===== src/rtl/sm_violation_pkg.sv =====
// sm_violation_pkg
//   Shared types for the Sancus violation handler slice:
//   - sm_state_e : handler FSM states (IDLE / HOLD / RELEASE)
//   - KIND_W     : width of the captured access-kind field
//   - KIND_*     : access-kind encodings (exec / read / write)
package sm_violation_pkg;

  typedef enum logic [1:0] {
    IDLE    = 2'd0,
    HOLD    = 2'd1,
    RELEASE = 2'd2
  } sm_state_e;

  localparam int KIND_W = 2;

  localparam logic [KIND_W-1:0] KIND_EXEC  = 2'd0;
  localparam logic [KIND_W-1:0] KIND_READ  = 2'd1;
  localparam logic [KIND_W-1:0] KIND_WRITE = 2'd2;

endpackage


===== src/rtl/sm_violation_log.sv =====
// sm_violation_log
//   First-fault-sticky capture bank for accepted SPM violations.
//   Only instantiated when SM_VIOLATION_LOG_EN is defined.
// Ports:
//   clk_i, rst_ni         clock, asynchronous active-low reset
//   capture_i             an accepted violation on this edge
//   clr_i                 clears record and overflow flag (applied before capture)
//   pc_i, prev_pc_i       PC values to capture
//   addr_i                data address to capture
//   data_en_i, data_wr_i  data access qualifiers, decoded into the access kind
//   valid_o, ovf_o        record held / violation accepted while a record was held
//   pc_o, prev_pc_o, addr_o, kind_o  captured record
module sm_violation_log
  import sm_violation_pkg::*;
(
  input  logic              clk_i,
  input  logic              rst_ni,
  input  logic              capture_i,
  input  logic              clr_i,
  input  logic [15:0]       pc_i,
  input  logic [15:0]       prev_pc_i,
  input  logic [15:0]       addr_i,
  input  logic              data_en_i,
  input  logic              data_wr_i,
  output logic              valid_o,
  output logic              ovf_o,
  output logic [15:0]       pc_o,
  output logic [15:0]       prev_pc_o,
  output logic [15:0]       addr_o,
  output logic [KIND_W-1:0] kind_o
);

  logic              valid_q, valid_d;
  logic              ovf_q, ovf_d;
  logic [15:0]       pc_q, pc_d;
  logic [15:0]       prev_pc_q, prev_pc_d;
  logic [15:0]       addr_q, addr_d;
  logic [KIND_W-1:0] kind_q, kind_d;
  logic [KIND_W-1:0] kind_now;

  // Access kind of the instruction that tripped the violation.
  always_comb begin
    kind_now = KIND_EXEC;
    if (data_en_i && data_wr_i) begin
      kind_now = KIND_WRITE;
    end else if (data_en_i) begin
      kind_now = KIND_READ;
    end
  end

  // Clear is evaluated first so that a coincident clear + capture
  // leaves a fresh record with the overflow flag low.
  always_comb begin
    valid_d   = valid_q;
    ovf_d     = ovf_q;
    pc_d      = pc_q;
    prev_pc_d = prev_pc_q;
    addr_d    = addr_q;
    kind_d    = kind_q;
    if (clr_i) begin
      valid_d   = 1'b0;
      ovf_d     = 1'b0;
      pc_d      = '0;
      prev_pc_d = '0;
      addr_d    = '0;
      kind_d    = KIND_EXEC;
    end
    if (capture_i) begin
      if (!valid_d) begin
        valid_d   = 1'b1;
        pc_d      = pc_i;
        prev_pc_d = prev_pc_i;
        addr_d    = addr_i;
        kind_d    = kind_now;
      end else begin
        ovf_d = 1'b1;
      end
    end
  end

  // Record registers.
  always_ff @(posedge clk_i or negedge rst_ni) begin
    if (!rst_ni) begin
      valid_q   <= 1'b0;
      ovf_q     <= 1'b0;
      pc_q      <= '0;
      prev_pc_q <= '0;
      addr_q    <= '0;
      kind_q    <= KIND_EXEC;
    end else begin
      valid_q   <= valid_d;
      ovf_q     <= ovf_d;
      pc_q      <= pc_d;
      prev_pc_q <= prev_pc_d;
      addr_q    <= addr_d;
      kind_q    <= kind_d;
    end
  end

  assign valid_o   = valid_q;
  assign ovf_o     = ovf_q;
  assign pc_o      = pc_q;
  assign prev_pc_o = prev_pc_q;
  assign addr_o    = addr_q;
  assign kind_o    = kind_q;

endmodule


===== src/rtl/sm_violation_handler.sv =====
// sm_violation_handler
//   Turns the SPM control's violation flag into a stretched, registered
//   reset request for the openMSP430 PUC logic, followed by a hold-off
//   window in which further violations are ignored. Counts accepted
//   violations (saturating) and, when SM_VIOLATION_LOG_EN is defined,
//   keeps a first-fault-sticky record of the offending access.
// Ports:
//   mclk, reset_n            clock, asynchronous active-low reset
//   violation                level-sampled violation flag
//   pc, prev_pc, data_addr   context captured into the log
//   data_en, data_wr         access qualifiers (kind decode)
//   log_clr                  clears the log record and overflow flag
//   puc_rst_req              registered reset request
//   busy                     FSM not in IDLE
//   viol_count               saturating count of accepted violations
//   log_valid, log_ovf, log_pc, log_prev_pc, log_addr, log_kind  log record
// Configuration macro: SM_VIOLATION_LOG_EN (log outputs tied low when undefined).
module sm_violation_handler
  import sm_violation_pkg::*;
#(
  parameter int RST_CYCLES     = 16,
  parameter int HOLDOFF_CYCLES = 4,
  parameter int CNT_W          = 8
) (
  input  logic             mclk,
  input  logic             reset_n,
  input  logic             violation,
  input  logic [15:0]      pc,
  input  logic [15:0]      prev_pc,
  input  logic [15:0]      data_addr,
  input  logic             data_en,
  input  logic             data_wr,
  input  logic             log_clr,
  output logic             puc_rst_req,
  output logic             busy,
  output logic [CNT_W-1:0] viol_count,
  output logic             log_valid,
  output logic             log_ovf,
  output logic [15:0]      log_pc,
  output logic [15:0]      log_prev_pc,
  output logic [15:0]      log_addr,
  output logic [1:0]       log_kind
);

  localparam int MAX_LOAD = (RST_CYCLES > HOLDOFF_CYCLES) ? RST_CYCLES : HOLDOFF_CYCLES;
  localparam int TW       = $clog2(MAX_LOAD + 1);
  localparam logic [TW-1:0] RST_LOAD  = TW'(RST_CYCLES - 1);
  localparam logic [TW-1:0] HOLD_LOAD = (HOLDOFF_CYCLES > 0) ? TW'(HOLDOFF_CYCLES - 1) : '0;

  sm_state_e        state_q, state_d;
  logic [TW-1:0]    tmr_q, tmr_d;
  logic             puc_q, puc_d;
  logic [CNT_W-1:0] count_q, count_d;
  logic             accept;

  // Next-state logic. The edge that ends the hold-off window behaves like
  // an IDLE edge, so a still-pending violation is accepted exactly
  // RST_CYCLES + HOLDOFF_CYCLES edges after the previous one.
  always_comb begin
    state_d = state_q;
    tmr_d   = tmr_q;
    accept  = 1'b0;
    unique case (state_q)
      IDLE: begin
        if (violation) begin
          accept  = 1'b1;
          state_d = HOLD;
          tmr_d   = RST_LOAD;
        end
      end
      HOLD: begin
        if (tmr_q != '0) begin
          tmr_d = tmr_q - TW'(1);
        end else if (HOLDOFF_CYCLES > 0) begin
          state_d = RELEASE;
          tmr_d   = HOLD_LOAD;
        end else if (violation) begin
          accept = 1'b1;
          tmr_d  = RST_LOAD;
        end else begin
          state_d = IDLE;
        end
      end
      RELEASE: begin
        if (tmr_q != '0) begin
          tmr_d = tmr_q - TW'(1);
        end else if (violation) begin
          accept  = 1'b1;
          state_d = HOLD;
          tmr_d   = RST_LOAD;
        end else begin
          state_d = IDLE;
        end
      end
      default: begin
        state_d = IDLE;
        tmr_d   = '0;
      end
    endcase
  end

  // Reset request is a flop copy of "next state is HOLD" so it rises on
  // the accepting edge and never glitches.
  always_comb begin
    puc_d   = (state_d == HOLD);
    count_d = count_q;
    if (accept && (count_q != '1)) begin
      count_d = count_q + CNT_W'(1);
    end
  end

  // FSM, timer, reset-request and violation-count registers.
  always_ff @(posedge mclk or negedge reset_n) begin
    if (!reset_n) begin
      state_q <= IDLE;
      tmr_q   <= '0;
      puc_q   <= 1'b0;
      count_q <= '0;
    end else begin
      state_q <= state_d;
      tmr_q   <= tmr_d;
      puc_q   <= puc_d;
      count_q <= count_d;
    end
  end

  assign puc_rst_req = puc_q;
  assign busy        = (state_q != IDLE);
  assign viol_count  = count_q;

`ifdef SM_VIOLATION_LOG_EN
  sm_violation_log u_log (
    .clk_i     (mclk),
    .rst_ni    (reset_n),
    .capture_i (accept),
    .clr_i     (log_clr),
    .pc_i      (pc),
    .prev_pc_i (prev_pc),
    .addr_i    (data_addr),
    .data_en_i (data_en),
    .data_wr_i (data_wr),
    .valid_o   (log_valid),
    .ovf_o     (log_ovf),
    .pc_o      (log_pc),
    .prev_pc_o (log_prev_pc),
    .addr_o    (log_addr),
    .kind_o    (log_kind)
  );
`else
  assign log_valid   = 1'b0;
  assign log_ovf     = 1'b0;
  assign log_pc      = '0;
  assign log_prev_pc = '0;
  assign log_addr    = '0;
  assign log_kind    = '0;

  // Log context inputs have no consumer in this build.
  logic unused_log_inputs;
  assign unused_log_inputs = ^{log_clr, pc, prev_pc, data_addr, data_en, data_wr};
`endif

endmodule


===== config.mk =====
export PLATFORM = sky130hd
export DESIGN_NAME = sm_violation_handler
export DESIGN_NICKNAME = d
export VERILOG_FILES = /design/src/rtl/sm_violation_pkg.sv /design/src/rtl/sm_violation_log.sv /design/src/rtl/sm_violation_handler.sv
export SDC_FILE = /design/constraint.sdc
export NUM_CORES = 1
export LEC_CHECK = 0
export ABC_AREA = 1
export BUFFER_PORTS_ARGS = -buffer_cell sky130_fd_sc_hd__buf_2
export CAP_MARGIN = 20
export CORE_MARGIN = 2
export CORE_UTILIZATION = 41
export CTS_CLUSTER_SIZE = 10
export DETAILED_ROUTE_END_ITERATION = 16
export PLACE_DENSITY = 0.84
export SETUP_SLACK_MARGIN = 0.4
export SYNTH_ARGS = -nofsm -noshare
export SYNTH_HDL_FRONTEND = slang
export SYNTH_HIERARCHICAL = 1
export SYNTH_SLANG_ARGS = --single-unit

===== constraint.sdc =====
create_clock -name mclk -period 3.6 [get_ports mclk]
set_clock_uncertainty 0.2 [all_clocks]
set_input_delay 0.36 -clock mclk [delete_from_list [all_inputs] [get_ports mclk]]
set_output_delay 0.36 -clock mclk [all_outputs]
set_load 0.05 [all_outputs]

==> results of run 1 <==
per-layer routing:
metal / vias to the layer above / routed length (um) / track usage [%]
li1: 477 / - / -
met1: 403 / 893 / 17.72
met2: 46 / 899 / 17.59
met3: 4 / 212 / 2.941
met4: 0 / 16 / 4.863
met5: - / 0 / 0
layout make-up:
| class | instances | area (um^2) | area share, % |
|---|---|---|---|
| timing repair buffer | 13 | 70.07 | 5.374 |
| multi-input combinational | 142 | 676.9 | 51.92 |
| tap | 44 | 55.05 | 4.223 |
| inverter | 21 | 78.83 | 6.046 |
| sequential | 16 | 400.4 | 30.71 |
| clock buffer | 3 | 22.52 | 1.727 |
metrics by stage:
step	std cells	util, %	power (mW)	area, um^2
after floorplan	232	-	0.9006	1554
after global placement	235	40.97	0.9392	1271
after detailed placement	235	40.97	0.9549	1271
after CTS	239	42.02	1.054	1304
after global routing	239	42.02	1.155	1304
final	239	42.02	1.047	1304
worst register-to-register path, delay by kind of cell, from the launching register on:
kind | cells | cell delay [ns]
DFF | 1 | 0.41
buffers and inverters | 1 | 0.11
adders and majority gates | 1 | 0.26
and+or+nand+nor | 5 | 0.58
flip-flops by register name, indices dropped and copies added, names as in the netlist:
| name | flops |
|---|---|
| puc_rst_req | 1 |
| viol_count | 8 |
| state_q | 2 |
| tmr_q | 5 |
power by group through the flow:
stage                     Combinational (mW)  Clock, mW  Sequential, mW
after floorplan                        0.504          0           0.397
after global placement                 0.614          0           0.325
after detailed placement               0.625          0           0.330
after CTS                              0.628     0.0989           0.327
after global routing                   0.707      0.107           0.341
final                                  0.627     0.0951           0.325
layout by cell type (no fill, tap or decap):
cell,count
nor2_4,1
ha_1,2
a22oi_1,1
buf_2,12
a21boi_1,1
nand3_1,5
nand2_4,1
o21ai_0,7
xnor2_1,3
clkbuf_4,3
inv_1,21
nand3_2,1
nand4_1,3
nand2_2,1
dlygate4sd3_1,1
dfrtp_1,16
nor2_8,1
nor2_2,3
nand2_1,46
xor2_1,3
nand3_4,1
nor2_1,6
a21oi_1,3
conb_1,52
o21ai_1,1
kinds of logic (layout without fill, tap and decap cells):
group           count (synthesis)  after routing  share of synthesized area [%]
simple gates                   69             69                          24.52
buf+inv                        74             37                          34.99
xor+xnor                        6              6                          3.857
flops                          16             16                          29.38
other cells                     1             52                         0.2752
compound gates                 13             13                          5.142
fa+ha+maj                       2              2                          1.836
how the worst max path moves through the flow:
stage | slack (ns) | to | cells after the start
global route | 1.57 | busy | 3
global placement | 1.94 | viol_count[2] | 7
CTS | 1.65 | busy | 3
detailed placement | 1.93 | viol_count[2] | 7
finish | 1.66 | busy | 3
floorplan | 1.83 | viol_count[3] | 8
synthesized netlist by cell type, drive strengths merged (2+ instances only):
cell / n
xnor2: 3
a21oi: 3
ha: 2
buf: 53
dfrtp: 16
inv: 21
xor2: 3
o21ai: 8
nand3: 7
nor2: 11
nand4: 3
nand2: 48
==> impl_metrics.toml, run 1 <==
[pwr]
p_clk_share_pct = 9.1
p_switching_mw = 0.6003
seq_power_share_pct = 31.1
ir_worst_vdd_mv = 0.5269
powerDensity_mw_per_mm2 = 803.1
p_int_mw = 0.4468
power.leakage_nw = 0.7985
swShare_pct = 57.33
combPwrFrac_pct = 59.8

[place]
preCtsSetupSlack_ns = 1.925
port_buffers = 12
routabilityCongestion = 0.7458
hpwl_mm = 1.590

[floorplan]
ios = 116
dieHeight_um = 61.65
die-area_mm2 = 0.003801
initial_core_util_pct = 43.91
core_area_mm2 = 0.003103
rows = 20
die_x_um = 61.65

[yosys]
yosysTopAreaCellShare_pct = 29.38
synth_largest_area_cell = "dfrtp_1"
yosysSeqAreaShare_pct = 29.38
synthTopCellsByArea = "dfrtp_1 29%, buf_4 29%, nand2_1 13%, inv_1 5.8%, o21ai_0 2.6%"
synth_warnings = 6
synth_edf_count = 0
synth_ff_type = "dfrtp_1"
ys_ff_latch = 16
syn_area_mm2 = 0.001363
synth_cells = 181
synth_area_per_cell_um2 = 7.528
ys_async_sr_fraction_pct = 100.0
ys_types = 23

[clock_tree]
clk_pin_slew_ns = 0.09
cts_tree = "built"
cts_setup_buffers = 0
clkLatencyLatePin_ns = 0.29
ctsHtreeMaxLevel = 1
cts-hold-fix-buffers = 1
ctsResizeCount = 0
cts.sinks = 16
cts-root-buf = "clkbuf_4"
cts_buffers = 3
cts_buffer_depth = 2

[timing]
fmax_ghz = 0.5164
worst_hold_slack_ns = 0.1227
fin_crit_ns = 1.937
final_hold_viol_count = 0
layout_setup_ws_ns = 1.663
rsz0062_at_grt = "false"
setup_viol = 0
slew_violations = 0
setup-tns-final_ns = 0
period_share_pct = 53.80

[layout]
final.fill_count = 318
drive_above_1_share_pct = 12.31
insertedDiodeCount = 0
nets = 253
syn2layout_area_growth_pct = -4.316

[hold_path]
min_to = "tmr_q[2]"
hold_depth = 3
min_from = "violation"
hold_class = "in -> reg"

[detailed_routing]
post_drt_via_cell_ratio = 3.891
dr.pass1.iters = 5
vias = 930
routedWlPerCell_um = 8.456
drtIter0Drc = 18
drtAntennaViolNets = 0
finalWirelength_mm = 2.021
drc_errors = 0

[critical_path]
worstPathCellList = "nor2_2, inv_1, buf_2"
cp_data_arrival_time_ns = 1.38
regToRegSetupSlack_ns = 1.93
cpPeakStageDelay_ns = 0.52
crit_fanout = 8
cp_slowest_cell = "dfrtp_1"
critPathCaptureType = "output pin"
critPathLaunch = "state_q[0]"
worstReg2RegStart = "tmr_q[0]"
r2r_end = "viol_count[5]"
crit_required_ns = 3.04
startpoint_type = "register"
crit_buf_inv = 2
worstSetupPathType = "reg -> out"
critPathTopFamily = "flip-flops"
r2r_cells = 7

[grt]
antenna_found_initial = 0
grt_max_degree = 17
grt_usage_pct = 12.28
grt_overflow_total = 0
grt_first_pass_wirelength_mm = 3.484
grt_pass1_vias = 787

[flow_run]
maxCapViolCount = 0

[run_status]
status = "complete, no violations"
Note: power is estimated with default switching activity, not from simulation.
==> run 2, diff against run 1 <==
CORE_UTILIZATION = 38   (was 41)
PLACE_DENSITY = 0.79   (was 0.84)
clock period = 2 ns   (was 3.6 ns; I/O delays follow)
==> run 2 against run 1 <==
Register-to-register slack worse by 1.5 ns. Sequential power up 80%. Via count rose by 7.2%. Worst hold slack gained 0.014 ns. Clock power rose by 93%.
==> impl_metrics.toml, run 2 (same netlist as run 1, synthesis figures left out) <==
[pwr]
power.leakage_nw = 0.8455
combPwrFrac_pct = 63.5
p_clk_share_pct = 8.7
p_int_mw = 0.9388
p_total_mw = 2.106
swShare_pct = 55.43
seq_power_share_pct = 27.8
p_switching_mw = 1.168
ir_worst_vdd_mv = 0.8595
powerDensity_mw_per_mm2 = 1456

[grt]
antenna_found_initial = 0
grt_max_degree = 17
grt_usage_pct = 10.20
grt_pass1_vias = 832
grt_overflow_total = 0
grt_first_pass_wirelength_mm = 3.519

[layout]
multi_input_area_um2 = 725.7
drive_above_1_share_pct = 20.98
nets = 262
seq_area_um2 = 405.4
largest_reg_flops = 8
final_cell_area_mm2 = 0.001446
insertedDiodeCount = 0
syn2layout_area_growth_pct = 6.153
final_common_cell = "conb_1"
final_cell_mix = "52 x conb_1, 45 x nand2_1, 18 x inv_1"
final.fill_count = 352

[timing]
final_hold_viol_count = 0
fin_crit_ns = 1.571
period_share_pct = 78.55
worst_hold_slack_ns = 0.1366
setup_viol = 0
fmax_ghz = 0.6365
slew_violations = 0
setup-tns-final_ns = 0
rsz0062_at_grt = "true"

[clock_tree]
cts_tree = "built"
cts-root-buf = "clkbuf_4"
clkLatencyLatePin_ns = 0.29
clk_pin_slew_ns = 0.10
cts_buffers = 3
cts.sinks = 16
cts_buffer_depth = 2
ctsHtreeMaxLevel = 1

[critical_path]
crit_fanout = 6
cp_data_arrival_time_ns = 1.17
critPathCaptureType = "output pin"
cpPeakStageDelay_ns = 0.46
worstPathCellList = "nor2_4, inv_1, buf_2"
crit_buf_inv = 2
worstReg2RegStart = "tmr_q[0]"
worstSetupPathType = "reg -> out"
r2r_end = "viol_count[6]"
crit_path_end = "busy"
r2r_cells = 8
worst-path-stages = 3
critPathLaunch = "state_q[1]"
critPathTopFamily = "flip-flops"
regToRegSetupSlack_ns = 0.47
cp_slowest_cell = "dfrtp_2"
startpoint_type = "register"
crit_required_ns = 1.60

[detailed_routing]
post_drt_via_cell_ratio = 3.972
routedWlPerCell_um = 8.797
vias = 997
drtAntennaViolNets = 0
drtIter0Drc = 20
drc_errors = 0
dr.pass1.iters = 4
finalWirelength_mm = 2.208

[place]
place_area_mm2 = 0.001289
hpwl_mm = 1.591
port_buffers = 12
routabilityCongestion = 0.7587

[floorplan]
die-area_mm2 = 0.004081
rows = 21
initial_core_util_pct = 40.20
core_area_mm2 = 0.003390
die_x_um = 63.88
dieHeight_um = 63.88
ios = 116

[hold_path]
hold_class = "in -> async"

[flow_run]
maxCapViolCount = 0

[run_status]
status = "complete, no violations"
## run 2: cell count changes in the layout (fill, tap and decap cells not counted), moves of 2 or more
cell,change
buf_4,+8
dfrtp_1,-4
dfrtp_2,+4
ha_1,-2
ha_4,+2
inv_1,-3
inv_2,+2
## run 2: what timing repair did
action,CTS,global route
gates resized for setup,6,10
endpoints found under the hold margin,18,0
endpoints found under the setup margin,12,15
buffers inserted,1,7
hold buffers,2,0
pin swaps,0,6
cloned,0,0
## run 2: layout make-up
cell class	count	area share, %
clock buffers	4	1.817
inverters	21	5.709
multi-input cells	142	50.17
flip-flops and latches	16	28.03
well taps	46	3.979
repair buffers	22	10.29
## run 2: power by group through the flow
stage	registers (mW)	clock network [mW]	logic (mW)
global route	0.610	0.199	1.47
detailed placement	0.603	0	1.14
global placement	0.599	0	1.12
finish	0.585	0.184	1.34
floorplan	0.727	0	0.915
CTS	0.581	0.186	1.24
## run 2: metrics by stage
step | instances | setup slack, ns | utilization (%)
floorplan | 232 | 0.4176 | -
global placement | 237 | 0.3338 | 38.02
detailed placement | 237 | 0.2811 | 38.02
CTS | 244 | 0.4047 | 40.38
global route | 251 | 0.3697 | 42.67
finish | 251 | 0.4290 | 42.67
## run 2: per-layer routing
| layer | vias up | track usage [%] | routed length (um) | part of all wire, % |
|---|---|---|---|---|
| li1 | 496 | - | - | - |
| met3 | 2 | 1.056 | 110 | 5.0 |
| met1 | 462 | 12.64 | 915 | 41 |
| met5 | - | 0 | 0 | 0 |
| met4 | 0 | 1.902 | 14 | 0.63 |
| met2 | 37 | 19.01 | 1167 | 53 |
## run 2: how the worst min path moves through the flow
stage,to,depth (start not counted)
6_report,viol_count[5],2
2_1_floorplan,puc_rst_req,0
5_1_grt,viol_count[6],2
3_3_place_gp,viol_count[6],1
3_5_place_dp,viol_count[6],1
4_1_cts,viol_count[6],2
==> run 3, diff against run 2 <==
ABC_AREA = 0   (was 1)
CORE_UTILIZATION = 36   (was 38)
PLACE_DENSITY = 0.78   (was 0.79)
clock period = 1.6 ns   (was 2 ns; I/O delays follow)
==> run 3 against run 2 <==
The run now ends with setup timing left. Flip-flop and latch count is the same. Design area is 18% higher. Wire length grew 21%. Global-route usage is 3.7 points higher. Setup slack got worse by 0.85 ns. Total power is 45% higher. Critical endpoint is now tmr_q[1].
==> impl_metrics.toml, run 3 <==
[yosys]
synthTopCellsByArea = "dfrtp_1 33%, buf_4 32%, xnor2_1 5.0%, ha_1 2.1%, nor2_1 1.9%"
synth_cells = 134
syn_area_mm2 = 0.001216
yosysMostFrequentCell = "buf_4"
ys_ff_latch = 16
synth_largest_area_cell = "dfrtp_1"
yosysTopAreaCellShare_pct = 32.92
ys_top_cells_by_count = "52 x buf_4, 16 x dfrtp_1, 7 x xnor2_1"
yosysSeqAreaShare_pct = 32.92
ys_async_sr_fraction_pct = 100.0
synth_edf_count = 0
ys_types = 33
synth_area_per_cell_um2 = 9.076
synth_ff_type = "dfrtp_1"
synth_warnings = 6

[place]
place_area_mm2 = 0.001365
port_buffers = 12
routabilityCongestion = 0.8202
hpwl_mm = 1.671

[grt]
antenna_found_initial = 0
grt_pass1_vias = 897
grt_first_pass_wirelength_mm = 4.243
grt_max_degree = 17
grt_overflow_total = 0
grt_usage_pct = 13.93

[layout]
multi_input_area_um2 = 733.2
largest_reg_flops = 8
syn2layout_area_growth_pct = 40.43
nets = 238
seq_area_um2 = 406.6
drive_above_1_share_pct = 45.30
final_cell_mix = "52 x conb_1, 22 x buf_4, 13 x buf_6"
final_common_cell = "conb_1"
insertedDiodeCount = 0
final.fill_count = 287
final_cell_area_mm2 = 0.001708

[pwr]
p_total_mw = 3.063
ir_worst_vdd_mv = 0.6463
power.leakage_nw = 0.8222
powerDensity_mw_per_mm2 = 1793

[timing]
setup_viol = 15
rsz0062_at_grt = "true"
fmax_ghz = 0.4955
period_share_pct = 126.1
layout_setup_ws_ns = -0.4180
fin_crit_ns = 2.018
final_hold_viol_count = 0
slew_violations = 0

[critical_path]
crit_buf_inv = 1
startpoint_type = "register"
critPathCaptureType = "register"
worstPathCellList = "inv_2, ha_4, or4b_4, and2_4, maj3_2, a31oi_1"
cp_slowest_cell = "or4b_4"
cpPeakStageDelay_ns = 0.51
worstSetupPathType = "reg -> reg"
crit_fanout = 4
crit_required_ns = 1.60
cp_data_arrival_time_ns = 2.02
critPathTopFamily = "simple AND/OR/NAND/NOR gates"

[floorplan]
initial_core_util_pct = 37.03
core_area_mm2 = 0.003284
dieHeight_um = 62.12
die_x_um = 62.12
die-area_mm2 = 0.003859
rows = 21
ios = 116

[detailed_routing]
routedWlPerCell_um = 11.80
drtAntennaViolNets = 0
drc_errors = 0
drtIter0Drc = 44
finalWirelength_mm = 2.679
vias = 966
dr.pass1.iters = 4
post_drt_via_cell_ratio = 4.256

[hold_path]
hold_class = "in -> reg"

[clock_tree]
clkLatencyLatePin_ns = 0.29
cts.sinks = 16
cts_tree = "built"
clk_pin_slew_ns = 0.08
cts-root-buf = "clkbuf_4"
cts_buffers = 3
cts_buffer_depth = 2
ctsHtreeMaxLevel = 1

[run_status]
violations = "setup timing"
status = "finished, violations left"

[flow_run]
maxCapViolCount = 0
[run 3: changes by cell type after synthesis, sizes merged, moves of 3 or more]
cell	before	now
nand2	48	5
inv	21	4
nand3	7	2
nor2	11	6
o21ai	8	4
xnor2	3	7
and2	0	3
and3	0	3
[run 3: worst reg2reg max path: cells and delay by family, from the launching register on]
kind                     cells  cell delay (ns)
buffers and inverters        1             0.09
AND/OR/NAND/NOR              2             0.68
AO/OA/AOI/OAI                1             0.16
adder cells (fa/ha/maj)      2             0.41
flip-flops                   1             0.39
[run 3: final timing paths]
kind,end,cells after the start,from,slack [ns]
worst max-delay path,tmr_q[1],6,tmr_q[0],-0.42
worst min-delay path,tmr_q[4],4,violation,0.09
worst max register to register,tmr_q[1],6,tmr_q[0],-0.42
worst min register to register,viol_count[7],1,viol_count[7],0.35
max in group asynchronous,state_q[1],2,reset_n,0.80
min in group asynchronous,viol_count[0],2,reset_n,0.11
[run 3: metal layers]
| metal | wire [um] | share of wire (%) | global-route usage, % |
|---|---|---|---|
| met5 | 0 | 0 | 0 |
| met3 | 182 | 6.8 | 2.174 |
| met4 | 102 | 3.8 | 8.333 |
| met1 | 964 | 36 | 15.03 |
| met2 | 1430 | 53 | 25.54 |
[run 3: per-stage QoR]
step | hold WS, ns | setup TNS, ns | cells | worst slack [ns] | utilization [%]
2_1_floorplan | -0.3356 | -4.037 | 185 | -0.5193 | -
3_3_place_gp | -0.1167 | -4.427 | 209 | -0.3871 | 41.56
3_5_place_dp | -0.1137 | -4.957 | 209 | -0.4323 | 41.56
4_1_cts | 0.07476 | -4.303 | 225 | -0.4114 | 50.13
5_1_grt | 0.09266 | -5.404 | 227 | -0.4524 | 52.00
6_report | 0.08678 | -4.752 | 227 | -0.4180 | 52.00
[run 3: power by group]
group	leakage (nW)	switching [mW]	internal, mW
clock network	0.0150	0.127	0.0969
logic	0.613	1.21	0.989
registers	0.194	0.0979	0.547
total	0.822	1.43	1.63
[run 3: layout make-up]
class,instances,share of cell area [%]
Tap cell,46,3.370
Timing Repair Buffer,47,27.33
Clock buffer,4,1.538
Multi-Input combinational cell,110,42.93
Inverter,4,1.026
Sequential cell,16,23.81
[run 3: repair_timing]
| item | 4_1_cts | 5_1_grt |
|---|---|---|
| setup endpoints to repair | 26 | 26 |
| pin swaps | 15 | 7 |
| resized for setup | 46 | 9 |
| setup buffers | 11 | 2 |
| hold endpoints to repair | 16 | 0 |
| hold buffers | 1 | 0 |
[run 3: logic make-up (layout without fill, tap and decap cells)]
family | Yosys count | in the layout | share of synthesized area, %
adders and majority gates | 3 | 3 | 2.983
xor gates and xnor gates | 9 | 9 | 6.482
other | 1 | 52 | 0.3083
and+or+nand+nor | 28 | 28 | 12.35
muxes | 1 | 1 | 0.9259
DFF | 16 | 16 | 32.92
AOI/OAI and AO/OA | 17 | 17 | 9.671
buffers and inverters | 59 | 55 | 34.36
